<file path="config.mk">
export PLATFORM = sky130hd
export DESIGN_NAME = exe_mul_seq
export DESIGN_NICKNAME = d
export VERILOG_FILES = /design/src/rtl/exe_mul_pkg.sv /design/src/rtl/mul_shift_add_core.sv /design/src/rtl/exe_mul_seq.sv
export SDC_FILE = /design/constraint.sdc
export NUM_CORES = 1
export LEC_CHECK = 0
export CAP_MARGIN = 20
export CELL_PAD_IN_SITES_DETAIL_PLACEMENT = 0
export CELL_PAD_IN_SITES_GLOBAL_PLACEMENT = 2
export CORE_AREA = 2 2 188 190
export CTS_BUF_LIST = sky130_fd_sc_hd__clkbuf_8 sky130_fd_sc_hd__clkbuf_16
export DETAILED_ROUTE_END_ITERATION = 10
export DIE_AREA = 0 0 190 192
export PLACE_DENSITY_LB_ADDON = 0.2
export SLEW_MARGIN = 20
export SYNTH_ARGS = -nofsm -noshare
export SYNTH_HDL_FRONTEND = slang
export SYNTH_HIERARCHICAL = 1
export SYNTH_SLANG_ARGS = --single-unit
</file>
<file path="constraint.sdc">
create_clock -name clk -period 3.92 [get_ports clk]
set_clock_uncertainty 0.1 [all_clocks]
set_input_delay 0.588 -clock clk [delete_from_list [all_inputs] [get_ports clk]]
set_output_delay 0.588 -clock clk [all_outputs]
set_load 0.05 [all_outputs]
</file>
<file path="src/rtl/exe_mul_pkg.sv">
`default_nettype none
// ---------------------------------------------------------------------------
// exe_mul_pkg : shared types and constants for the EXE multiply sequencer
// rev 1.0
// ---------------------------------------------------------------------------
package exe_mul_pkg;

   typedef enum logic [1:0] {
      MUL_IDLE = 2'd0,
      MUL_RUN  = 2'd1,
      MUL_ACC  = 2'd2,
      MUL_DONE = 2'd3
   } mul_state_t;

   localparam int MUL_ITERS = 32;
   localparam int MUL_CNT_W = 6;

endpackage
`default_nettype wire

</file>
<file path="src/rtl/mul_shift_add_core.sv">
`default_nettype none
// ---------------------------------------------------------------------------
// mul_shift_add_core : operand registers, radix-2 shift-add datapath, counter
// rev 1.0
// ---------------------------------------------------------------------------
module mul_shift_add_core
   import exe_mul_pkg::*;
#(
   parameter bit EARLY_TERM = 1'b0
) (
   input  logic        clk,
   input  logic        rst,
   input  logic        load,
   input  logic        step,
   input  logic        add_rn,
   input  logic [31:0] rm_in,
   input  logic [31:0] rs_in,
   input  logic [31:0] rn_in,
   output logic [31:0] step_sum,
   output logic [31:0] rn_sum,
   output logic        last_iter
);

   logic [31:0]          r_mcand;
   logic [31:0]          r_mplier;
   logic [31:0]          r_addend;
   logic [31:0]          r_acc;
   logic [MUL_CNT_W-1:0] r_cnt;

   logic                 w_cnt_last;
   logic                 w_mplier_empty;

   assign step_sum = r_mplier[0] ? (r_acc + r_mcand) : r_acc;
   assign rn_sum   = r_acc + r_addend;

   // Early exit looks at the multiplier as it will be after this cycle's shift.
   assign w_cnt_last     = (r_cnt == MUL_CNT_W'(MUL_ITERS - 1));
   assign w_mplier_empty = (r_mplier[31:1] == 31'd0);
   assign last_iter      = w_cnt_last || (EARLY_TERM && w_mplier_empty);

   always_ff @(posedge clk) begin
      if (rst) begin
         r_mcand  <= 32'd0;
         r_mplier <= 32'd0;
         r_addend <= 32'd0;
         r_acc    <= 32'd0;
         r_cnt    <= '0;
      end else if (load) begin
         r_mcand  <= rm_in;
         r_mplier <= rs_in;
         r_addend <= rn_in;
         r_acc    <= 32'd0;
         r_cnt    <= '0;
      end else if (step) begin
         r_acc    <= step_sum;
         r_mcand  <= {r_mcand[30:0], 1'b0};
         r_mplier <= {1'b0, r_mplier[31:1]};
         r_cnt    <= r_cnt + MUL_CNT_W'(1);
      end else if (add_rn) begin
         r_acc    <= rn_sum;
      end
   end

endmodule
`default_nettype wire

</file>
<file path="src/rtl/exe_mul_seq.sv">
`default_nettype none
// ---------------------------------------------------------------------------
// exe_mul_seq : multi-cycle MUL/MLA sequencer with pipeline stall and flags
// rev 1.0
// ---------------------------------------------------------------------------
module exe_mul_seq
   import exe_mul_pkg::*;
#(
   parameter bit EARLY_TERM = 1'b0
) (
   input  logic        clk,
   input  logic        rst,
   input  logic        start,
   input  logic        accumulate,
   input  logic        set_flags,
   input  logic [31:0] Val_Rm,
   input  logic [31:0] Val_Rs,
   input  logic [31:0] Val_Rn,
   input  logic        C_in,
   input  logic        V_in,
   output logic        busy,
   output logic        stall,
   output logic        done,
   output logic        flags_wr,
   output logic [31:0] result,
   output logic        N_out,
   output logic        Z_out,
   output logic        C_out,
   output logic        V_out
);

   localparam logic [1:0] c_IDLE = MUL_IDLE;
   localparam logic [1:0] c_RUN  = MUL_RUN;
   localparam logic [1:0] c_ACC  = MUL_ACC;
   localparam logic [1:0] c_DONE = MUL_DONE;

   logic [1:0]  r_state;
   logic [1:0]  w_next;

   logic        r_accumulate;
   logic        r_set_flags;
   logic        r_c_in;
   logic        r_v_in;

   logic [31:0] r_result;
   logic        r_n;
   logic        r_z;
   logic        r_c;
   logic        r_v;

   logic        w_idle;
   logic        w_load;
   logic        w_step;
   logic        w_add;
   logic        w_last;
   logic        w_capture;
   logic [31:0] w_step_sum;
   logic [31:0] w_rn_sum;
   logic [31:0] w_final;

   assign w_idle = (r_state == c_IDLE);
   assign w_load = w_idle && start;
   assign w_step = (r_state == c_RUN);
   assign w_add  = (r_state == c_ACC);

   mul_shift_add_core #(
      .EARLY_TERM (EARLY_TERM)
   ) u_core (
      .clk       (clk),
      .rst       (rst),
      .load      (w_load),
      .step      (w_step),
      .add_rn    (w_add),
      .rm_in     (Val_Rm),
      .rs_in     (Val_Rs),
      .rn_in     (Val_Rn),
      .step_sum  (w_step_sum),
      .rn_sum    (w_rn_sum),
      .last_iter (w_last)
   );

   always_comb begin
      w_next = r_state;
      case (r_state)
         c_IDLE:  if (start) w_next = c_RUN;
         c_RUN:   if (w_last) w_next = r_accumulate ? c_ACC : c_DONE;
         c_ACC:   w_next = c_DONE;
         c_DONE:  w_next = c_IDLE;
         default: w_next = c_IDLE;
      endcase
   end

   // The output register is loaded on the edge into DONE, so it holds afterwards.
   assign w_capture = (w_step && w_last && !r_accumulate) || w_add;
   assign w_final   = w_add ? w_rn_sum : w_step_sum;

   always_ff @(posedge clk) begin
      if (rst) begin
         r_state      <= c_IDLE;
         r_accumulate <= 1'b0;
         r_set_flags  <= 1'b0;
         r_c_in       <= 1'b0;
         r_v_in       <= 1'b0;
         r_result     <= 32'd0;
         r_n          <= 1'b0;
         r_z          <= 1'b0;
         r_c          <= 1'b0;
         r_v          <= 1'b0;
      end else begin
         r_state <= w_next;
         if (w_load) begin
            r_accumulate <= accumulate;
            r_set_flags  <= set_flags;
            r_c_in       <= C_in;
            r_v_in       <= V_in;
         end
         if (w_capture) begin
            r_result <= w_final;
            r_n      <= w_final[31];
            r_z      <= (w_final == 32'd0);
            r_c      <= r_c_in;
            r_v      <= r_v_in;
         end
      end
   end

   assign busy     = !w_idle;
   assign stall    = w_load || w_step || w_add;
   assign done     = (r_state == c_DONE);
   assign flags_wr = done && r_set_flags;
   assign result   = r_result;
   assign N_out    = r_n;
   assign Z_out    = r_z;
   assign C_out    = r_c;
   assign V_out    = r_v;

endmodule
`default_nettype wire

</file>
Word-level counts from Yosys, hierarchy flattened
Index checks and enable logic that the tools add are counted.
Cells by class
  add/sub/neg operators: 3
  eq/ne operators: 6
  mux-type cells: 12
  reduce and logical (&&, ||, !) cells: 15
Operator list (count)
  $mux W32: 8
  $add A32 B32 Y32: 2
  $logic_not A32 Y1: 1
  $pmux W2 S4: 1
  $add A6 B1 Y6 const B: 1
  $eq A6 B5 Y1 const B: 1
  $eq A2 B2 Y1 const B: 2
  $logic_and A1 B1 Y1: 4
  $mux W2: 2
  $reduce_bool A2 Y1: 2
  $logic_or A1 B1 Y1: 3
  $eq A2 B1 Y1 const B: 1
  $logic_not A1 Y1: 2
  $logic_not A2 Y1: 1
  $ne A2 B1 Y1 const B: 1
  $ne A2 B2 Y1 const B: 1
  $reduce_and A2 Y1: 1
  $reduce_or A2 Y1: 1
  $mux W1: 1
Word-level totals
  register bits: 176
  input bits: 103
  output and inout bits: 40

Logic depth before layout (Yosys ltp)
  depth in word-level cells: 4
  gate-level depth with buffers: 14
  gate-level depth less buffers: 14

Hierarchy
The synthesis kept the hierarchy.
By module, submodules not included
  mul_shift_add_core: instances 1, cells each 1179, area each 9580.4 µm²
  exe_mul_seq: instances 1, cells each 220, area each 2031.9 µm²

Least setup slack after synthesis
OpenSTA, ideal clock, no wires.
  path type: reg-to-reg
  start point: register u_core.r_acc[0]
  end point: register r_z (netlist: Z_out)
  library setup time: 0.092 ns
  arrival: 3.039 ns
  required time: 3.728 ns
  slack: 0.689 ns
  cell stages (with the launch flop): 15
  cell sequence: dfxtp_1 ha_1 fa_1 a211oi_1 o21a_1 o211a_1 nor3b_2 o21ai_1 o21bai_1 xnor2_1 inv_1 or4b_1 o22ai_1 nand4b_1 o32ai_1
RTL lines
  from (decl): RTL line mul_shift_add_core.sv:27  | logic [31:0] r_acc;
  from (signal assigned): RTL line mul_shift_add_core.sv:55  | r_acc <= step_sum;
  from (signal assigned): RTL line mul_shift_add_core.sv:60  | r_acc <= rn_sum;
  $add A32 B32 Y32: RTL line mul_shift_add_core.sv:34  | assign rn_sum = r_acc + r_addend;
  via w_rn_sum[26]: RTL line exe_mul_seq.sv:58  | logic [31:0] w_rn_sum;
  $mux W32: RTL line exe_mul_seq.sv:95  | assign w_final = w_add ? w_rn_sum : w_step_sum;
  $logic_not A32 Y1: RTL line exe_mul_seq.sv:120  | r_z <= (w_final == 32'd0);
  to (signal assigned): RTL line exe_mul_seq.sv:120
  to (decl): RTL line exe_mul_seq.sv:47  | logic r_z;
The timed path passes the listed nets, and every way through them passes these cells.
A chain may end at the register's enable or synchronous reset.

Final worst setup path
  start point: register u_core.r_acc[0]
  end point: register r_z (netlist: Z_out)
On the way
  longest elaborated chain between the ends: 4
Ends and longest elaborated chain
  $add A32 B32 Y32: RTL line mul_shift_add_core.sv:33  | assign step_sum = r_mplier[0] ? (r_acc + r_mcand) : r_acc;
  $mux W32: RTL line mul_shift_add_core.sv:33
  via w_step_sum[26]: RTL line exe_mul_seq.sv:57  | logic [31:0] w_step_sum;
  $mux W32: RTL line exe_mul_seq.sv:95
  $logic_not A32 Y1: RTL line exe_mul_seq.sv:120
The timed path passes the listed nets, and every way through them passes these cells.

==> qor.yml <==
clockBufferDepth: 2
yosys_warnings: 6
cp_max_fo: 4
synth_edf_count: 0
final-hold-violation-count: 0
min_path_cells: 2
slew_violations: 0
rows: 68
yosys.area_share.simple_pct: 17.50
synth_top_family_by_area: "compound AO/OA/AOI/OAI gates"
final_cells: 1957
critPathLaunchType: "register"
synth-seq-cells: 175
place.gp.congestion: 0.8943
wl_microns: 36400
synthMuxAreaShare_pct: 14.36
netSwitchingFraction_pct: 46.72
hold_path_class: "register to register"
ir_drop_mv: 1.206
grt_max_degree: 121
final_nets: 1662
dp_cells: 1925
syn_nets: 1572
worstPathBufferInverterCount: 0
r2r_slack_ns: 0.26
path_depth: 14
critical_path.top_delay_family: "compound AO/OA/AOI/OAI gates"
crit_slowest_cell: "or4_1"
critPathLaunch: "u_core/r_acc[0]"
n_antenna_cell: 0
async_reset_ff_share_pct: 0
cp_slowest_stage_delay_ns: 0.52
p_switching_w: 0.004575
maxCapViolations: 0
core_area_sq_um: 34290
fin_crit_ns: 3.658
cts.sinks: 175
max_slew_margin_pct: 53.57
outcome: "completed"
fin_crit_sh_pct: 93.32
ant_nets: 0
netlist_area_sq_um: 11610
clock_power_share_pct: 17.8
dp.final_hpwl_microns: 26890
ys_types: 92
cp.required_ns: 4.18
area_growth_pct: 20.50
first_pass_iters: 5
synth_compound_area_share_pct: 21.82
drt-wirelength-per-cell_microns: 18.60
leakage_nw: 5.541
setup.worst_path.end: "Z_out"
portBuffers: 142
grt_pass1_wl_microns: 55890
vias: 10380
final-setup-viol-count: 0
synth_top_flop_cell: "dfxtp_1"
powerDensity_nw_per_um2: 699.7
die_h_microns: 192
grt_setup_unrepaired: "false"
fmaxAchievable_ghz: 0.2733
r2r_start: "u_core/r_acc[0]"
antenna_found_initial: 0
initial_core_util_pct: 33.87
critical_path_class: "register to register"
place_area_sq_um: 13400
worstSkewPairLatency_ns: 0.45
h-tree-depth: 4
multiInputGateArea_sq_um: 7652
grtUsageTotal_pct: 19.81
r2r_end: "Z_out"
p_seq_share_pct: 27.0
cp_cell_sequence: "ha_1 -> fa_1 -> a21oi_1 -> o221ai_1 -> nand2_1 -> a31oi_1 -> a31oi_1 -> nor2_1 -> xnor2_1 -> a21oi_1 -> or4_1 -> o22ai_1 -> nand4b_1 -> o32ai_1"
cts_tree: "done"
die-width_microns: 190
nFillCells: 3485
seqCellArea_sq_um: 3503
avgViaCountPerCell: 5.301
p_comb_share_pct: 55.2
root_buffer: "clkbuf_16"
syn_inst: 1399
tns_ns: 0
final_area_sq_um: 13990
worst_slew_pin_slew_ns: 0.6956
synthAdderAreaFrac_pct: 7.672
end_kind: "register"
syn_avg_cell_area_sq_um: 8.300
seq_area_frac_synth_pct: 30.17
num_io_pins: 143
dieArea_sq_um: 36480
dr.first_iter.drc_count: 607
numCtsBuffers: 17
grt_pass1_vias: 9705
internal_power_w: 0.005216
drive_gt1_share_pct: 7.656
reg2reg_depth: 14
clk_pin_slew_ns: 0.08
postCtsHoldBufs: 0
grt-ovfl-total: 0
worstPathArrival_ns: 3.92
drc: 0
synth_xor_area_share_pct: 4.224
[power groups by stage]
stage | registers [W] | clock network [W] | logic [W]
2_1_floorplan | 0.00296 | 0 | 0.00359
3_3_place_gp | 0.00267 | 0 | 0.00539
3_5_place_dp | 0.00268 | 0 | 0.00538
4_1_cts | 0.00264 | 0.00180 | 0.00541
5_1_grt | 0.00270 | 0.00187 | 0.00588
6_report | 0.00264 | 0.00174 | 0.00541
[final cells by class]
class,count,share of cell area [%]
Sequential cell,175,25.04
Timing Repair Buffer,161,11.50
Clock buffer,19,3.237
Tap cell,455,4.068
Multi-Input combinational cell,1114,54.69
Inverter,20,0.5722
Clock inverter,13,0.9031
[metal layers]
| layer | wire length (microns) | vias to the layer above | GRT usage, % |
|---|---|---|---|
| met4 | 543 | 0 | 5.307 |
| met5 | 0 | - | 0 |
| met1 | 18850 | 4799 | 29.05 |
| li1 | - | 5268 | - |
| met3 | 2122 | 29 | 3.983 |
| met2 | 14890 | 279 | 29.21 |
[cells in the final DEF, fill, tap and decap left out, types with 14 or more instances in the layout]
| cell type | n |
|---|---|
| a21o_1 | 30 |
| nand3_1 | 19 |
| nand2_1 | 66 |
| o21ai_0 | 34 |
| a21oi_1 | 133 |
| a211oi_1 | 48 |
| dfxtp_1 | 175 |
| xnor2_1 | 40 |
| nor2_1 | 269 |
| clkdlybuf4s50_1 | 140 |
| xor2_1 | 16 |
| inv_1 | 18 |
| nor3_1 | 18 |
| ha_1 | 66 |
| buf_4 | 17 |
| clkbuf_16 | 17 |
| nor4_1 | 15 |
| nand4_1 | 14 |
| mux2i_1 | 146 |
| mux2_2 | 17 |
[worst register-to-register path: cells and delay by family, from the launching register on]
family	cells	cell delay, ns
adder cells (fa/ha/maj)	2	0.64
flip-flops	1	0.34
AND/OR/NAND/NOR	4	0.86
XOR/XNOR	1	0.25
AO/OA/AOI/OAI	7	1.36
[cells by family after synthesis]
group / Yosys count
AOI/OAI and AO/OA: 366
xor gates and xnor gates: 56
adders and majority gates: 70
buffers and inverters: 110
DFF: 175
muxes: 164
and+or+nand+nor: 458
[worst min path at each step]
stage / startpoint / to / slack [ns]
2_1_floorplan: r_set_flags / r_set_flags / 0.33
3_3_place_gp: r_set_flags / r_set_flags / 0.34
3_5_place_dp: r_set_flags / r_set_flags / 0.34
4_1_cts: r_set_flags / r_set_flags / 0.35
5_1_grt: r_set_flags / r_set_flags / 0.39
6_report: r_set_flags / r_set_flags / 0.35
[per-stage QoR]
| stage | total power [W] | setup slack [ns] | utilization [%] | hold slack, ns |
|---|---|---|---|---|
| floorplan | 0.006555 | 0.6885 | - | 0.3317 |
| global placement | 0.008065 | 0.1856 | 39.09 | 0.3402 |
| detailed placement | 0.008064 | 0.1809 | 39.09 | 0.3420 |
| CTS | 0.009850 | 0.1248 | 40.78 | 0.3518 |
| global route | 0.01045 | 0.04443 | 40.81 | 0.3857 |
| finish | 0.009791 | 0.2617 | 40.81 | 0.3487 |
[flip-flops by register name, summed over array words and instances (netlist names), 2 cells and up]
| register | count |
|---|---|
| u_core/r_mplier | 32 |
| u_core/r_mcand | 32 |
| r_state | 2 |
| u_core/r_acc | 32 |
| u_core/r_cnt | 6 |
| u_core/r_addend | 32 |
| result | 32 |
[repair_timing]
action	in CTS	in global routing
gates resized for setup	0	3
setup buffers	0	0
endpoints found under the setup margin	0	1
[synth_stat cells, types with 16 or more instances]
master,instances,area (sq um)
xnor2_1,40,350.3
nand3_1,19,95.09
clkbuf_1,57,214.0
a21o_1,30,225.2
mux2i_1,146,1461
mux2_2,17,191.4
dfxtp_1,175,3503
o21ai_0,34,170.2
xor2_1,16,140.1
a211oi_1,49,367.9
nor2_1,269,1010
inv_1,19,71.32
ha_1,68,850.8
nor3_1,18,90.09
nand2_1,66,247.7
a21oi_1,134,670.6
(Power assumes the default switching activity.)
